### src/rtl/alu_pkg.sv
// Shared definitions for the ALU and its two-port arbiter: opcode constants,
// FSM state encoding and the registered-operation record.
package alu_pkg;

    localparam int DATA_W = 32;
    localparam int CTRL_W = 4;

    localparam logic [CTRL_W-1:0] OP_AND = 4'b0000;
    localparam logic [CTRL_W-1:0] OP_OR  = 4'b0001;
    localparam logic [CTRL_W-1:0] OP_ADD = 4'b0010;
    localparam logic [CTRL_W-1:0] OP_SUB = 4'b0110;
    localparam logic [CTRL_W-1:0] OP_SLT = 4'b0111;
    localparam logic [CTRL_W-1:0] OP_NOR = 4'b1100;

    typedef enum logic [1:0] {
        IDLE = 2'd0,
        EXEC = 2'd1,
        RESP = 2'd2
    } state_t;

    typedef struct packed {
        logic [DATA_W-1:0] a;
        logic [DATA_W-1:0] b;
        logic [CTRL_W-1:0] ctrl;
        logic              owner;
    } op_t;

endpackage

### src/rtl/alu.sv
// Combinational 32-bit ALU; unknown opcodes produce a zero result.
module alu
    import alu_pkg::*;
(
    input  logic [DATA_W-1:0] a,
    input  logic [DATA_W-1:0] b,
    input  logic [CTRL_W-1:0] ctrl,
    output logic [DATA_W-1:0] result,
    output logic              zero
);

    // NOTE: result gets a default before the case so no path leaves it unassigned (no latch).
    always_comb begin
        result = '0;
        case (ctrl)
            OP_AND: result = a & b;
            OP_OR:  result = a | b;
            OP_ADD: result = a + b;
            OP_SUB: result = a - b;
            OP_SLT: result = {{(DATA_W-1){1'b0}}, (a < b)};
            OP_NOR: result = ~(a | b);
            default: result = '0;
        endcase
    end

    assign zero = (result == '0);

endmodule

### src/rtl/alu_arbiter.sv
// Shares a single ALU between two requesters with round-robin grant and
// one operation in flight (IDLE -> EXEC -> RESP).
module alu_arbiter
    import alu_pkg::*;
(
    input  logic        clk,
    input  logic        reset,
    input  logic        req0_valid,
    output logic        req0_ready,
    input  logic [31:0] req0_a,
    input  logic [31:0] req0_b,
    input  logic [3:0]  req0_ctrl,
    input  logic        req1_valid,
    output logic        req1_ready,
    input  logic [31:0] req1_a,
    input  logic [31:0] req1_b,
    input  logic [3:0]  req1_ctrl,
    output logic        rsp0_valid,
    input  logic        rsp0_ready,
    output logic [31:0] rsp0_result,
    output logic        rsp0_zero,
    output logic        rsp1_valid,
    input  logic        rsp1_ready,
    output logic [31:0] rsp1_result,
    output logic        rsp1_zero,
    output logic        busy
);

    state_t            state_q;
    state_t            state_d;
    op_t               op_q;
    logic              last_q;
    logic [DATA_W-1:0] result_q;
    logic              zero_q;

    logic              gnt;
    logic              accept;
    logic              rsp_hs;
    logic [DATA_W-1:0] alu_result;
    logic              alu_zero;

    // Port 1 wins when it is the only requester or when port 0 was served last.
    assign gnt    = req1_valid & (~req0_valid | ~last_q);
    assign accept = req0_ready | req1_ready;
    assign rsp_hs = (state_q == RESP) & (op_q.owner ? rsp1_ready : rsp0_ready);

    // NOTE: sequential state uses non-blocking assignments so every register samples pre-edge values.
    always_ff @(posedge clk) begin
        if (reset) begin
            state_q <= IDLE;
        end else begin
            state_q <= state_d;
        end
    end

    always_comb begin
        state_d = state_q;
        case (state_q)
            IDLE:    if (accept) state_d = EXEC;
            EXEC:    state_d = RESP;
            RESP:    if (rsp_hs) state_d = IDLE;
            default: state_d = IDLE;
        endcase
    end

    // Handshake outputs are masked during reset so nothing is offered or accepted that cycle.
    always_comb begin
        req0_ready = 1'b0;
        req1_ready = 1'b0;
        rsp0_valid = 1'b0;
        rsp1_valid = 1'b0;
        busy       = (state_q != IDLE);
        case (state_q)
            IDLE: begin
                req0_ready = ~reset & req0_valid & ~gnt;
                req1_ready = ~reset & req1_valid & gnt;
            end
            RESP: begin
                rsp0_valid = ~reset & ~op_q.owner;
                rsp1_valid = ~reset & op_q.owner;
            end
            default: ;
        endcase
    end

    always_ff @(posedge clk) begin
        if (reset) begin
            op_q     <= '0;
            last_q   <= 1'b1;
            result_q <= '0;
            zero_q   <= 1'b0;
        end else begin
            if (accept) begin
                op_q.a     <= gnt ? req1_a : req0_a;
                op_q.b     <= gnt ? req1_b : req0_b;
                op_q.ctrl  <= gnt ? req1_ctrl : req0_ctrl;
                op_q.owner <= gnt;
                last_q     <= gnt;
            end
            if (state_q == EXEC) begin
                result_q <= alu_result;
                zero_q   <= alu_zero;
            end
        end
    end

    alu u_alu (
        .a      (op_q.a),
        .b      (op_q.b),
        .ctrl   (op_q.ctrl),
        .result (alu_result),
        .zero   (alu_zero)
    );

    assign rsp0_result = result_q;
    assign rsp1_result = result_q;
    assign rsp0_zero   = zero_q;
    assign rsp1_zero   = zero_q;

endmodule

### config.mk
export PLATFORM = sky130hd
export DESIGN_NAME = alu_arbiter
export DESIGN_NICKNAME = d
export VERILOG_FILES = /design/src/rtl/alu_pkg.sv /design/src/rtl/alu.sv /design/src/rtl/alu_arbiter.sv
export SDC_FILE = /design/constraint.sdc
export NUM_CORES = 1
export LEC_CHECK = 0
export BUFFER_PORTS_ARGS = -buffer_cell sky130_fd_sc_hd__clkbuf_2
export CAP_MARGIN = 5
export CORE_MARGIN = 4
export CORE_UTILIZATION = 45
export CTS_BUF_LIST = sky130_fd_sc_hd__clkbuf_2
export DETAILED_ROUTE_END_ITERATION = 16
export GPL_TIMING_DRIVEN = 0
export PLACE_DENSITY = 0.74
export SYNTH_ARGS = -nofsm -noshare
export SYNTH_HDL_FRONTEND = slang
export SYNTH_SLANG_ARGS = --single-unit
### constraint.sdc
create_clock -name clk -period 3.2 [get_ports clk]
set_input_delay 0.48 -clock clk [delete_from_list [all_inputs] [get_ports clk]]
set_output_delay 0.48 -clock clk [all_outputs]
set_load 0.1 [all_outputs]
* After elaboration in Yosys (flattened, before gate mapping)
Index checks and enable logic that the tools add are counted.
** Word-level totals
- Word-level logic and storage cells :: 55
- Flip-flop bits (word level) :: 105
- Input bits :: 142
- Output and inout port bits :: 71
** Cells by class
- Eq/ne operators :: 9
- Add/sub/neg operators :: 2
- $lt $le $gt $ge :: 1
- Reductions and logical operators :: 5
- Bitwise logic cells :: 18
- Muxes and demuxes :: 12
** Operators with widths (count)
- case mux 32 bit (6 select lines) :: 1
- two-way mux 32 bit :: 2
- adder 32 bit :: 1
- bitwise AND 32 bit :: 1
- logical NOT 32 bit :: 1
- less-than comparator 32 bit :: 1
- inverter 32 bit :: 1
- bitwise OR 32 bit :: 1
- subtractor 32 bit :: 1
- bitwise AND 1 bit :: 8
- == test 4 x 3 -> 1 bit, second input constant :: 2
- case mux 2 bit (3 select lines) :: 1
- two-way mux 1 bit :: 5
- inverter 1 bit :: 5
- == test 4 x 1 -> 1 bit, second input constant :: 1
- == test 4 x 2 -> 1 bit, second input constant :: 1
- == test 4 bit, second input constant :: 1
- logical NOT 4 bit :: 1
- two-way mux 2 bit :: 2
- two-way mux 4 bit :: 1
- != test 2 bit, second input constant :: 2
- == test 2 x 1 -> 1 bit, second input constant :: 1
- == test 2 bit, second input constant :: 1
- logical NOT 2 bit :: 1
- other kinds (3) :: 4

* Longest topological paths before layout
Gate-level depths: netlist (run 1).
- Depth in word-level cells :: 9
- Gate-level depth with buffers :: 15

* Cells and area by module
A second synthesis (run 1) with hierarchy kept.
** Second synthesis, totals
- Cells, all modules :: 1467
- Area total of the unflattened synthesis :: 10332.4 µm²
** Modules (own cells, without submodules)
- alu :: area an instance 5696.7 µm², cells each 873, times used 1
- alu_arbiter :: area an instance 4635.7 µm², cells each 594, times used 1

* Worst setup path before layout (run 1)
Ideal clock, no wire load.
- Path kind :: input port to output port
- Start :: input reset
- End :: output rsp0_valid
- Path slack :: -1.200 ns
- Data arrival time :: 3.920 ns
- Stages on the path :: 3
- Path through :: clkbuf_1 clkbuf_1 nor4b_1
** On the way
- Cells in the longest elaborated chain, start to end :: 3
** Ends and longest elaborated chain
- start: declaration :: RTL line alu_arbiter.sv:7 : input logic reset,
- inverter 1 bit :: RTL line alu_arbiter.sv:79 : rsp0_valid = ~reset & ~op_q.owner;
- bitwise AND 1 bit :: RTL line alu_arbiter.sv:79
- two-way mux 1 bit :: RTL line alu_arbiter.sv:73 : case (state_q)
- end: declaration :: RTL line alu_arbiter.sv:18 : output logic rsp0_valid,
Every way passes these cells.

* Final worst setup path (run 1)
- Start :: register op_q[38] (netlist name)
- End :: register zero_q, in the netlist rsp0_zero
** On the way
- Cells in the longest elaborated chain, start to end :: 4
- Elaborated cells between the ends (all ways) :: 8
- Classes of those cells :: add/sub (2); order compare (1); mux (1); bitwise (3); reduce/logical (1)
** Ends and longest elaborated chain
- parallel branches: the longest is 2 deep, another holds subtractor 32 bit
- case mux 32 bit (6 select lines) * :: RTL line alu.sv:15 : case (ctrl)
- logical NOT 32 bit * :: RTL line alu.sv:26 : assign zero = (result == '0);
- end signal: assignment :: RTL line alu_arbiter.sv:102 : zero_q <= alu_zero;
- end: declaration :: RTL line alu_arbiter.sv:34 : logic zero_q;
Mark *: on every way between the ends.
A chain may end at the register's enable or synchronous reset.

==> flow_summary_export.csv, run 1 <==
group,metric,value,unit
outcome,outcome,"complete, but fails checks",
outcome,violations,"negative setup slack",
power_and_ir_drop,p_clk_frac,0.132,
die,die_w,155.3,um
synthesis,netlist_area,9762,um^2
clocking,clock_sinks,105,
sta,slew_viol_final,0,
drt,wl_per_cell,20.15,um
final_layout,area_delta_synth_final,28.56,%
sta,relSlewSlack,0.3393,
worst_hold_path,hp-class,"in -> reg",
global_routing,first_global_vias,10067,
synthesis,synth_area_per_cell,7.621,um^2
final_layout,area.sequential,2150,um^2
sta,skew,0.04651,ns
placement,place_inst,1767,
global_routing,gr-usage-all-layers,0.2925,
final_layout,stdcell_area,12550,um^2
placement,gp_congestion,0.9806,
critical_path,startpoint_type,"flip-flop",
critical_path,timing.rr.start,"op_q[38]",
global_routing,grt_overflow,0,
drt,drtIter0Drc,929,
synthesis,synth-async-reset-ratio,0,
critical_path,crit_slowest_cell,"or4_4",
power_and_ir_drop,intPower,2912,uW
critical_path,crit_family,"simple AND/OR/NAND/NOR gates",
critical_path,endpoint_kind,"flip-flop",
critical_path,rr_endpoint,"rsp0_zero",
power_and_ir_drop,power_density,465.4,nW/um^2
drt,detail-route-antenna-nets,0,
global_routing,antenna_found_initial,1,
synthesis,ys_seq_area_frac,0.2153,
die,fp.dieArea,24110,um^2
power_and_ir_drop,share_comb_of_total_power,0.598,
clocking,cts_buffers,9,
sta,setup_viol_count_final,11,
critical_path,reg2reg_slack,-0.50,ns
critical_path,cp-endpoint,"rsp0_zero",
sta,fmax,270.2,MHz
sta,worstMarginPinSlew,0.9911,ns
critical_path,critPathMaxFanout,5,
power_and_ir_drop,seq_power_share,0.270,
final_layout,drive_above_1_share,0.3293,
sta,min_period,3.701,ns
worst_hold_path,min_from,"req1_valid",
power_and_ir_drop,irDropWorstVdd,0.1764,mV
placement,pre_cts_ws,-0.9458,ns
synthesis,ys_ff_latch,105,
synthesis,syn_inst,1281,
clocking,cts-htree-levels,3,
power_and_ir_drop,cellLeakagePower,0.005434,uW
sta,rsz0062_at_grt,"yes",
die,core-area,21150,um^2
sta,hold_viol_final,0,
placement,io_buffers,211,
critical_path,crit_buf_inv,1,
synthesis,yosys_warnings,0,
critical_path,path_depth,14,
synthesis,synth-edff-count,0,
die,start_util,0.4615,
power_and_ir_drop,switching_share,0.5014,
critical_path,cp.required,3.83,ns
die,io_pins,213,
synthesis,synth_cell_type_count,84,
drt,vias_per_cell,5.827,
clocking,root_buffer,"clkbuf_2",
final_layout,final_cells,1831,
drt,drt_first_pass_iters,5,
critical_path,path_cells,"inv_4, ha_4, o21ba_4, or4_4, a21oi_4, o31ai_4, nand3b_1, nor3_2, or4b_4, o22ai_4, nand4_1, nor4_2, and4_1, a31o_1",
drt,routed_wl,36900,um
critical_path,slowest_delay,0.55,ns
placement,placed_area,11180,um^2
synthesis,synth_ff_type,"dfxtp_1",
power_and_ir_drop,power_switching,2929,uW
clocking,clk_pin_slew,0.33,ns
drt,vias,10670,
synthesis,synth_fp_nets,1526,
flow_run,cap_violations,0,
critical_path,arrival,4.33,ns
drt,remaining_drc_errors,0,
clocking,clk_latency,0.66,ns
global_routing,grt_max_degree,18,
clocking,clockBufferDepth,2,
final_layout,nets,1795,
critical_path,reg2reg_depth,14,
clocking,postCtsHoldBufs,0,
clocking,cts_tree,"done",
final_layout,multiInputGateArea,7442,um^2
die,rows,53,
sta,post-route-period-util,1.157,
critical_path,startpoint,"op_q[38]",
global_routing,grt_pass1_wl,56100,um
placement,dpl.hpwl,29140,um
final_layout,fillers,2031,
power_and_ir_drop,finalPower,5841,uW
critical_path,setup.worst_path.class,"reg -> reg",
sta,whs,0.05731,ns
die,fp.dieH,155.3,um
sta,worst_slack,-0.5011,ns
## area by class of cell
class,count,share of cell area
Inverter,95,0.02901
Multi-Input combinational cell,958,0.5930
Buffer,115,0.04915
Clock buffer,10,0.003988
Timing Repair Buffer,266,0.1188
Sequential cell,105,0.1713
Tap cell,275,0.02742
Clock inverter,6,0.007079
Antenna cell,1,0.0001994
## what timing repair did
| item | in CTS | in global routing |
|---|---|---|
| setup buffers | 37 | 18 |
| pin swaps | 47 | 43 |
| endpoints found under the setup margin | 23 | 20 |
| resized for setup | 142 | 87 |
## how the worst min path moves through the flow
stage | endpoint | slack (ns) | cells after the start
floorplan | last_q | 0.46 | 1
global placement | rsp0_result[13] | 0.47 | 2
detailed placement | rsp0_result[13] | 0.47 | 2
CTS | last_q | 0.02 | 3
global route | last_q | 0.03 | 3
finish | last_q | 0.06 | 3
## layer usage
metal | up-vias | GRT usage | part of all wire
li1 | 5118 | - | -
met1 | 5031 | 0.3988 | 0.44
met2 | 461 | 0.4835 | 0.46
met3 | 60 | 0.04061 | 0.070
met4 | 0 | 0.08462 | 0.023
met5 | - | 0 | 0
## synthesized netlist by cell type (4+ instances only)
cell type | count | area (um^2)
buf_2 | 13 | 65.06
nand4_1 | 13 | 81.33
ha_1 | 101 | 1264
nand3b_1 | 4 | 30.03
o21bai_1 | 9 | 67.56
a221o_1 | 12 | 120.1
nor3_1 | 35 | 175.2
nor2b_1 | 18 | 112.6
nand3_1 | 12 | 60.06
o21a_1 | 4 | 30.03
a21oi_1 | 80 | 400.4
a21o_1 | 10 | 75.07
and3_1 | 5 | 31.28
a211oi_1 | 103 | 773.2
nor4_1 | 10 | 62.56
o21ai_0 | 42 | 210.2
mux2i_1 | 77 | 770.7
or3_1 | 6 | 37.54
a311oi_1 | 4 | 35.03
o31ai_1 | 9 | 67.56
nor2_1 | 190 | 713.2
a31oi_1 | 6 | 37.54
o21ai_1 | 4 | 20.02
nand2_1 | 54 | 202.7
buf_4 | 33 | 247.7
clkbuf_1 | 62 | 232.7
xnor2_1 | 21 | 183.9
inv_1 | 94 | 352.8
nand2b_1 | 9 | 56.30
a22oi_1 | 4 | 30.03
o211ai_1 | 13 | 97.59
a41oi_1 | 5 | 43.79
buf_1 | 14 | 52.55
dfxtp_1 | 105 | 2102
and2_1 | 6 | 37.54
a221oi_1 | 12 | 105.1
o22ai_1 | 5 | 31.28
## cells in the final DEF (no fill, tap or decap), types with 5 or more instances in the layout
cell type	synthesis	routed
clkbuf_2	0	230
nor2_1	190	188
a211oi_1	103	93
ha_1	101	89
inv_1	94	87
buf_4	33	86
mux2i_1	77	76
dfxtp_1	105	69
a21oi_1	80	64
nand2_1	54	51
clkbuf_1	62	46
dfxtp_2	0	35
o21ai_0	42	32
nor3_1	35	29
xnor2_1	21	18
a21oi_2	1	16
nor2b_1	18	14
nand4_1	13	13
o211ai_1	13	13
buf_1	14	12
a221o_1	12	12
nand3_1	12	11
a221oi_1	12	11
a21o_1	10	10
a211oi_2	2	10
buf_6	0	9
o21bai_1	9	9
o21ai_2	1	8
buf_2	13	7
o31ai_1	9	7
nand2b_1	9	7
nor4_2	1	6
o21ai_1	4	6
ha_2	0	6
ha_4	0	6
or3_1	6	5
and2_1	6	5
## sequential cells by signal (all words and copies together), names as in the netlist
signal	flops
rsp0_zero	1
state_q	2
rsp0_result	32
last_q	1
op_q	69
## through the flow
step           TNS, ns    util
4_1_cts         -1.100  0.5727
6_report        -1.407  0.5932
2_1_floorplan        0       -
5_1_grt         -2.520  0.5932
3_5_place_dp    -6.064  0.5286
3_3_place_gp    -5.947  0.5286
## tightest hold or removal path, delay by kind of cell
family,cells,cell delay [ns]
AO/OA/AOI/OAI,1,0.08
buffers and inverters,1,0.10
AND/OR/NAND/NOR,1,0.06
## cells by family (layout without fill, tap and decap cells)
kind of cell / after synthesis / count (layout) / synth area share
flops: 105 / 105 / 0.2153
other cells: 0 / 1 / 0
xor+xnor: 23 / 23 / 0.02064
buf+inv: 218 / 492 / 0.09856
compound gates: 371 / 371 / 0.2699
mux: 77 / 77 / 0.07895
fa+ha+maj: 103 / 103 / 0.1336
simple gates: 384 / 384 / 0.1830
## power by group through the flow
stage / Clock, uW / Combinational (uW) / Sequential (uW)
global route: 827 / 3710 / 1600
global placement: 0 / 2890 / 1590
floorplan: 0 / 1890 / 1850
CTS: 783 / 3220 / 1580
detailed placement: 0 / 2900 / 1600
finish: 768 / 3490 / 1580
No activity file was read; power rests on OpenSTA's default activity.
==> run 2, diff against run 1 <==
Settings changed: CORE_UTILIZATION 45 to 30, PLACE_DENSITY 0.74 to 0.54.
==> run 2 against run 1 <==
Compared with the run above: the flow still finishes with violations (negative setup slack); power decreased by 2.0%; clock-buffer cell count decreased by 1; register-to-register slack better by 0.09 ns; worst setup slack better by 0.094 ns; clock skew decreased by 0.017 ns; first-iteration DRC count down 34%; sequential power is essentially flat; die area is 47% higher; critical endpoint unchanged; highest routed layer unchanged.
==> flow_summary_export.csv, run 2 (synthesized netlist as in run 1, its figures left out) <==
group,metric,value,unit
outcome,outcome,"complete, but fails checks",
outcome,violations,"negative setup slack",
power_and_ir_drop,power_density,440.6,nW/um^2
clocking,clk_latency,0.74,ns
drt,vias,10469,
drt,wl_per_cell,19.76,um
critical_path,startpoint_type,"flip-flop",
critical_path,cp.required,3.90,ns
flow_run,cap_violations,0,
critical_path,arrival,4.31,ns
sta,hold_viol_final,0,
final_layout,layout_common_cells,"clkbuf_2 (228), nor2_1 (184), a211oi_1 (93), buf_4 (82), inv_1 (81)",
global_routing,grt_pass1_wl,59970,um
worst_hold_path,hp-class,"in -> reg",
global_routing,antenna_found_initial,1,
sta,worst_slack,-0.4069,ns
sta,slew_viol_final,0,
critical_path,path_cells,"buf_12, ha_4, fa_2, o21bai_4, a211oi_1, or3_1, a31oi_2, o2111ai_1, a211oi_2, nand4_1, nor4_2, nand4_1, nor4_2, and4_1, a31o_1",
clocking,cts_tree,"done",
placement,dpl.hpwl,31740,um
sta,setup_viol_count_final,8,
final_layout,final_util,0.4085,
sta,worstMarginPinSlew,1.063,ns
die,core-area,31800,um^2
final_layout,drive_above_1_share,0.3367,
global_routing,first_global_vias,10113,
sta,post-route-period-util,1.127,
global_routing,grt_max_degree,20,
sta,min_period,3.607,ns
critical_path,crit_family,"simple AND/OR/NAND/NOR gates",
final_layout,top_register,"op_q",
placement,gp_congestion,0.9386,
drt,remaining_drc_errors,0,
final_layout,fillers,3382,
critical_path,reg2reg_slack,-0.41,ns
power_and_ir_drop,irDropWorstVdd,0.2027,mV
die,rows,65,
drt,drtIter0Drc,611,
placement,io_buffers,211,
clocking,cts_buffers,9,
critical_path,critPathMaxFanout,3,
sta,relSlewSlack,0.2914,
sta,fmax,277.2,MHz
die,io_pins,213,
sta,rsz0062_at_grt,"yes",
final_layout,layout_commonest_cell,"clkbuf_2",
die,fp.dieH,188.4,um
critical_path,setup.worst_path.class,"reg -> reg",
global_routing,gr-usage-all-layers,0.2147,
sta,setup_tns,-1.003,ns
die,start_util,0.3070,
critical_path,endpoint_kind,"flip-flop",
drt,routed_wl,39700,um
clocking,clock_sinks,105,
global_routing,grt_overflow,0,
clocking,clk_pin_slew,0.34,ns
die,die_w,188.4,um
final_layout,nets,1811,
final_layout,largest_reg_flops,69,
drt,detail-route-antenna-nets,0,
critical_path,slowest_delay,0.44,ns
critical_path,crit_buf_inv,1,
clocking,root_buffer,"clkbuf_2",
drt,vias_per_cell,5.211,
power_and_ir_drop,finalPower,5723,uW
critical_path,crit_slowest_cell,"dfxtp_4",
sta,skew,0.02912,ns
power_and_ir_drop,cellLeakagePower,0.005491,uW
clocking,cts-htree-levels,3,
clocking,clockBufferDepth,2,
drt,drt_first_pass_iters,6,
final_layout,area_delta_synth_final,33.07,%
die,fp.dieArea,35490,um^2
-- run 2: worst paths after layout --
kind	startpoint	to	cells after the start
setup / recovery	op_q[5]	rsp0_zero	15
setup reg to reg	op_q[5]	rsp0_zero	15
hold reg to reg	last_q	last_q	1
hold / removal	req1_a[5]	op_q[42]	3
-- run 2: report_power, final --
| part | switching, uW | internal, uW | total, uW |
|---|---|---|---|
| registers | 136 | 1450 | 1590 |
| clock network | 557 | 125 | 682 |
| logic | 2250 | 1200 | 3450 |
-- run 2: stage by stage --
step,setup slack [ns],area [um^2],std cells,hold slack [ns]
2_1_floorplan,0.01534,9782,1281,0.4610
4_1_cts,-0.4009,12220,1976,0.00002748
3_5_place_dp,-0.8194,11380,1927,0.4847
6_report,-0.4069,12990,2009,0.01535
3_3_place_gp,-0.8327,11380,1927,0.4782
5_1_grt,-0.4959,12990,2009,0.01185
-- run 2: what timing repair did --
action	in CTS	in global routing
setup buffers	20	34
hold buffers	19	0
hold endpoints to repair	12	0
gates cloned	0	1
setup endpoints to repair	23	19
pin swaps	42	51
resized for setup	114	142
-- run 2: layout make-up --
cell class,instances,area (um^2),area share
flip-flops and latches,105,2156,0.1660
well taps,435,544.3,0.04190
diodes,3,7.507,0.0005779
multi-input cells,958,7477,0.5756
clock buffers,9,45.04,0.003468
plain buffers,113,638.1,0.04912
clock inverters,7,62.56,0.004816
inverters,95,370.4,0.02851
repair buffers,284,1689,0.1300
-- run 2: layer usage --
metal / vias up / global-route usage / wire (um)
met4: 0 / 0.05045 / 646
met2: 360 / 0.3535 / 18210
met3: 37 / 0.03260 / 2456
li1: 5145 / - / -
met1: 4927 / 0.2971 / 18390
met5: - / 0 / 0
-- run 2: worst min-delay path: stages --
cell	delay, ns
clkbuf_2	0.08
mux2i_1	0.12
a211oi_1	0.08
==> run 3, diff against run 2 <==
--- a/config.mk
+++ b/config.mk
@@ -6,4 +6,5 @@
 export NUM_CORES = 1
 export LEC_CHECK = 0
+export ABC_AREA = 1
 export BUFFER_PORTS_ARGS = -buffer_cell sky130_fd_sc_hd__clkbuf_2
 export CAP_MARGIN = 5
@@ -13,5 +14,5 @@
 export DETAILED_ROUTE_END_ITERATION = 16
 export GPL_TIMING_DRIVEN = 0
-export PLACE_DENSITY = 0.54
+export PLACE_DENSITY = 0.53
 export SYNTH_ARGS = -nofsm -noshare
 export SYNTH_HDL_FRONTEND = slang
==> constraint.sdc (replaced) <==
create_clock -name clk -period 3.2 [get_ports clk]
set_input_delay 0.48 -clock clk [delete_from_list [all_inputs] [get_ports clk]]
set_output_delay 0.48 -clock clk [all_outputs]
set_load 0.01 [all_outputs]
==> run 3 against run 2 <==
Compared with the run above: the run now ends clean; maximum frequency rose by 18%; first-iteration DRC count rose by 40%; combinational power fell by 3%.
==> flow_summary_export.csv, run 3 <==
group,metric,value,unit
power_and_ir_drop,power_density,399.5,nW/um^2
die,io_pins,213,
synthesis,ys_seq_area_frac,0.1893,
die,core-area,36520,um^2
clocking,cts_tree,"done",
outcome,outcome,"finished, final reports clean",
die,rows,70,
synthesis,synth_ff_type,"dfxtp_1",
drt,wl_per_cell,16.45,um
clocking,clk_pin_slew,0.33,ns
power_and_ir_drop,cellLeakagePower,0.007748,uW
final_layout,largest_reg_flops,69,
sta,setup_viol_count_final,0,
synthesis,synth_area_per_cell,5.681,um^2
final_layout,top_register,"op_q",
drt,vias,13301,
synthesis,yosysTopAreaCell,"nand2_1",
clocking,cts-htree-levels,3,
placement,io_buffers,212,
sta,skew,0.04018,ns
final_layout,drive_above_1_share,0.1418,
synthesis,ys_ff_latch,105,
synthesis,synth-async-reset-ratio,0,
die,fp.dieH,200.4,um
drt,routed_wl,45930,um
critical_path,endpoint_kind,"flip-flop",
global_routing,first_global_vias,12817,
flow_run,cap_violations,0,
clocking,cts_buffers,9,
final_layout,final_cells,2792,
clocking,clock_sinks,105,
final_layout,final_util,0.3914,
critical_path,startpoint_type,"flip-flop",
critical_path,slowest_delay,0.43,ns
critical_path,cpMostUsedCell,"nand2_1",
drt,detail-route-antenna-nets,0,
drt,drtIter0Drc,857,
die,fp.dieArea,40160,um^2
clocking,root_buffer,"clkbuf_2",
sta,rsz0062_at_grt,"yes",
final_layout,fillers,4005,
synthesis,syn_inst,1955,
final_layout,layout_commonest_cell,"nand2_1",
synthesis,synthTopCellsByArea,"nand2_1 (21%), dfxtp_1 (19%), ha_1 (11%)",
global_routing,gr-usage-all-layers,0.2239,
final_layout,area_delta_synth_final,28.72,%
die,start_util,0.3041,
synthesis,synth_commonest_cells,"nand2_1 (618), inv_1 (314), nor2_1 (218)",
synthesis,netlist_area,11110,um^2
critical_path,crit_family,"simple AND/OR/NAND/NOR gates",
critical_path,critPathMaxFanout,8,
die,die_w,200.4,um
placement,place_inst,2635,
sta,setup_tns,0,ns
global_routing,grt_pass1_wl,71100,um
clocking,clockBufferDepth,2,
critical_path,crit_buf_inv,2,
critical_path,setup.worst_path.class,"reg -> reg",
sta,slew_viol_final,0,
critical_path,path_cells,"inv_1, ha_1, inv_1, nand3_1, nor3b_2, a21oi_1, nand3_1, nand2_1, nor2_1, nand2_1, nor2_1, nand2_1, nor2_1, nand2_1, a21oi_2",
drt,remaining_drc_errors,0,
synthesis,yosysMostFrequentCell,"nand2_1",
placement,dpl.hpwl,39010,um
sta,post-route-period-util,0.9578,
sta,hold_viol_final,0,
synthesis,synth_cell_type_count,38,
global_routing,grt_overflow,0,
sta,worstMarginPinSlew,0.7429,ns
drt,drt_first_pass_iters,5,
synthesis,synth_top_area_frac,0.2089,
sta,fmax,326.3,MHz
worst_hold_path,hp-class,"in -> reg",
clocking,clk_latency,0.79,ns
final_layout,layout_common_cells,"nand2_1 (617), inv_1 (314), clkbuf_2 (225), nor2_1 (216), dlygate4sd3_1 (138)",
critical_path,crit_slowest_cell,"ha_1",
global_routing,antenna_found_initial,2,
synthesis,synth_fp_nets,2200,
sta,min_period,3.065,ns
critical_path,cp.required,3.92,ns
critical_path,arrival,3.78,ns
drt,vias_per_cell,4.764,
synthesis,yosys_warnings,0,
synthesis,synth-edff-count,0,
final_layout,nets,2561,
global_routing,grt_max_degree,18,
placement,gp_congestion,0.9702,
power_and_ir_drop,irDropWorstVdd,0.1720,mV
sta,relSlewSlack,0.5002,
==> run 3: cell count changes after synthesis, moves of 17 or more <==
cell      before  now
nor2b_1       18    0
o21ai_0       42  114
mux2i_1       77    0
a31oi_1        6   70
xnor2_1       21    0
nand2_1       54  618
a211oi_1     103    3
a21oi_1       80   52
nor2_1       190  218
nand3_1       12  138
clkbuf_1      62   45
nor3_1        35    8
inv_1         94  314
==> run 3: logic make-up (layout without fill, tap and decap cells) <==
kind of cell / count (synthesis) / count (layout) / synth area share
and+or+nand+nor: 1033 / 1033 / 0.3805
AOI/OAI and AO/OA: 282 / 282 / 0.1476
other: 0 / 4 / 0
buffers and inverters: 432 / 797 / 0.1653
adders and majority gates: 103 / 103 / 0.1174
DFF: 105 / 105 / 0.1893
==> run 3: worst register-to-register path: stages (launching register included) <==
cell and delay (ns):
dfxtp_1 0.42, inv_1 0.06, ha_1 0.43, inv_1 0.33
nand3_1 0.22, nor3b_2 0.32, a21oi_1 0.20, nand3_1 0.12
nand2_1 0.11, nor2_1 0.13, nand2_1 0.13, nor2_1 0.13
nand2_1 0.09, nor2_1 0.09, nand2_1 0.10, a21oi_2 0.12
==> run 3: cell type report <==
| cell class | count | area (um^2) | share of cell area |
|---|---|---|---|
| Antenna cell | 4 | 10.01 | 0.0007002 |
| Buffer | 112 | 639.4 | 0.04473 |
| Clock buffer | 9 | 45.04 | 0.003151 |
| Clock inverter | 6 | 66.31 | 0.004639 |
| Inverter | 320 | 1205 | 0.08429 |
| Multi-Input combinational cell | 1418 | 7191 | 0.5030 |
| Sequential cell | 105 | 2111 | 0.1477 |
| Tap cell | 468 | 585.6 | 0.04096 |
| Timing Repair Buffer | 350 | 2442 | 0.1709 |
==> run 3: power by group <==
| group | switching (uW) | internal, uW |
|---|---|---|
| registers | 166 | 1470 |
| clock network | 537 | 182 |
| logic | 2170 | 1190 |
| total | 2870 | 2840 |
==> run 3: per-layer routing <==
| metal | vias to the layer above | global-route usage | share of wire |
|---|---|---|---|
| li1 | 6865 | - | - |
| met1 | 5987 | 0.3153 | 0.48 |
| met2 | 403 | 0.3653 | 0.44 |
| met3 | 46 | 0.03092 | 0.058 |
| met4 | 0 | 0.04990 | 0.020 |
| met5 | - | 0 | 0 |
==> run 3: final timing paths <==
check        startpoint         to  slack (ns)  depth (start not counted)
max            op_q[32]  rsp0_zero        0.14                         15
min          req0_valid    op_q[0]        0.06                          4
max reg2reg    op_q[32]  rsp0_zero        0.14                         15
min reg2reg      last_q     last_q        0.49                          2
==> run 3: through the flow <==
stage / cell area [um^2] / hold WS, ns / setup WS, ns / power (uW)
after floorplan: 11110 / 0.4287 / 0.9136 / 3723
after CTS: 14260 / 0.01606 / 0.01541 / 5708
after global placement: 12750 / 0.4404 / -0.01361 / 4763
after detailed placement: 12750 / 0.4447 / 0.01241 / 4793
final: 14300 / 0.06446 / 0.1350 / 5711
after global routing: 14290 / 0.03660 / -0.1043 / 6205
==> run 3: repair_timing <==
item                       4_1_cts  5_1_grt
pin swaps                        0        0
hold buffers                   138        0
hold endpoints to repair        69        0
buffers inserted                 0        0
resized for setup                4       18
setup endpoints to repair        1       41
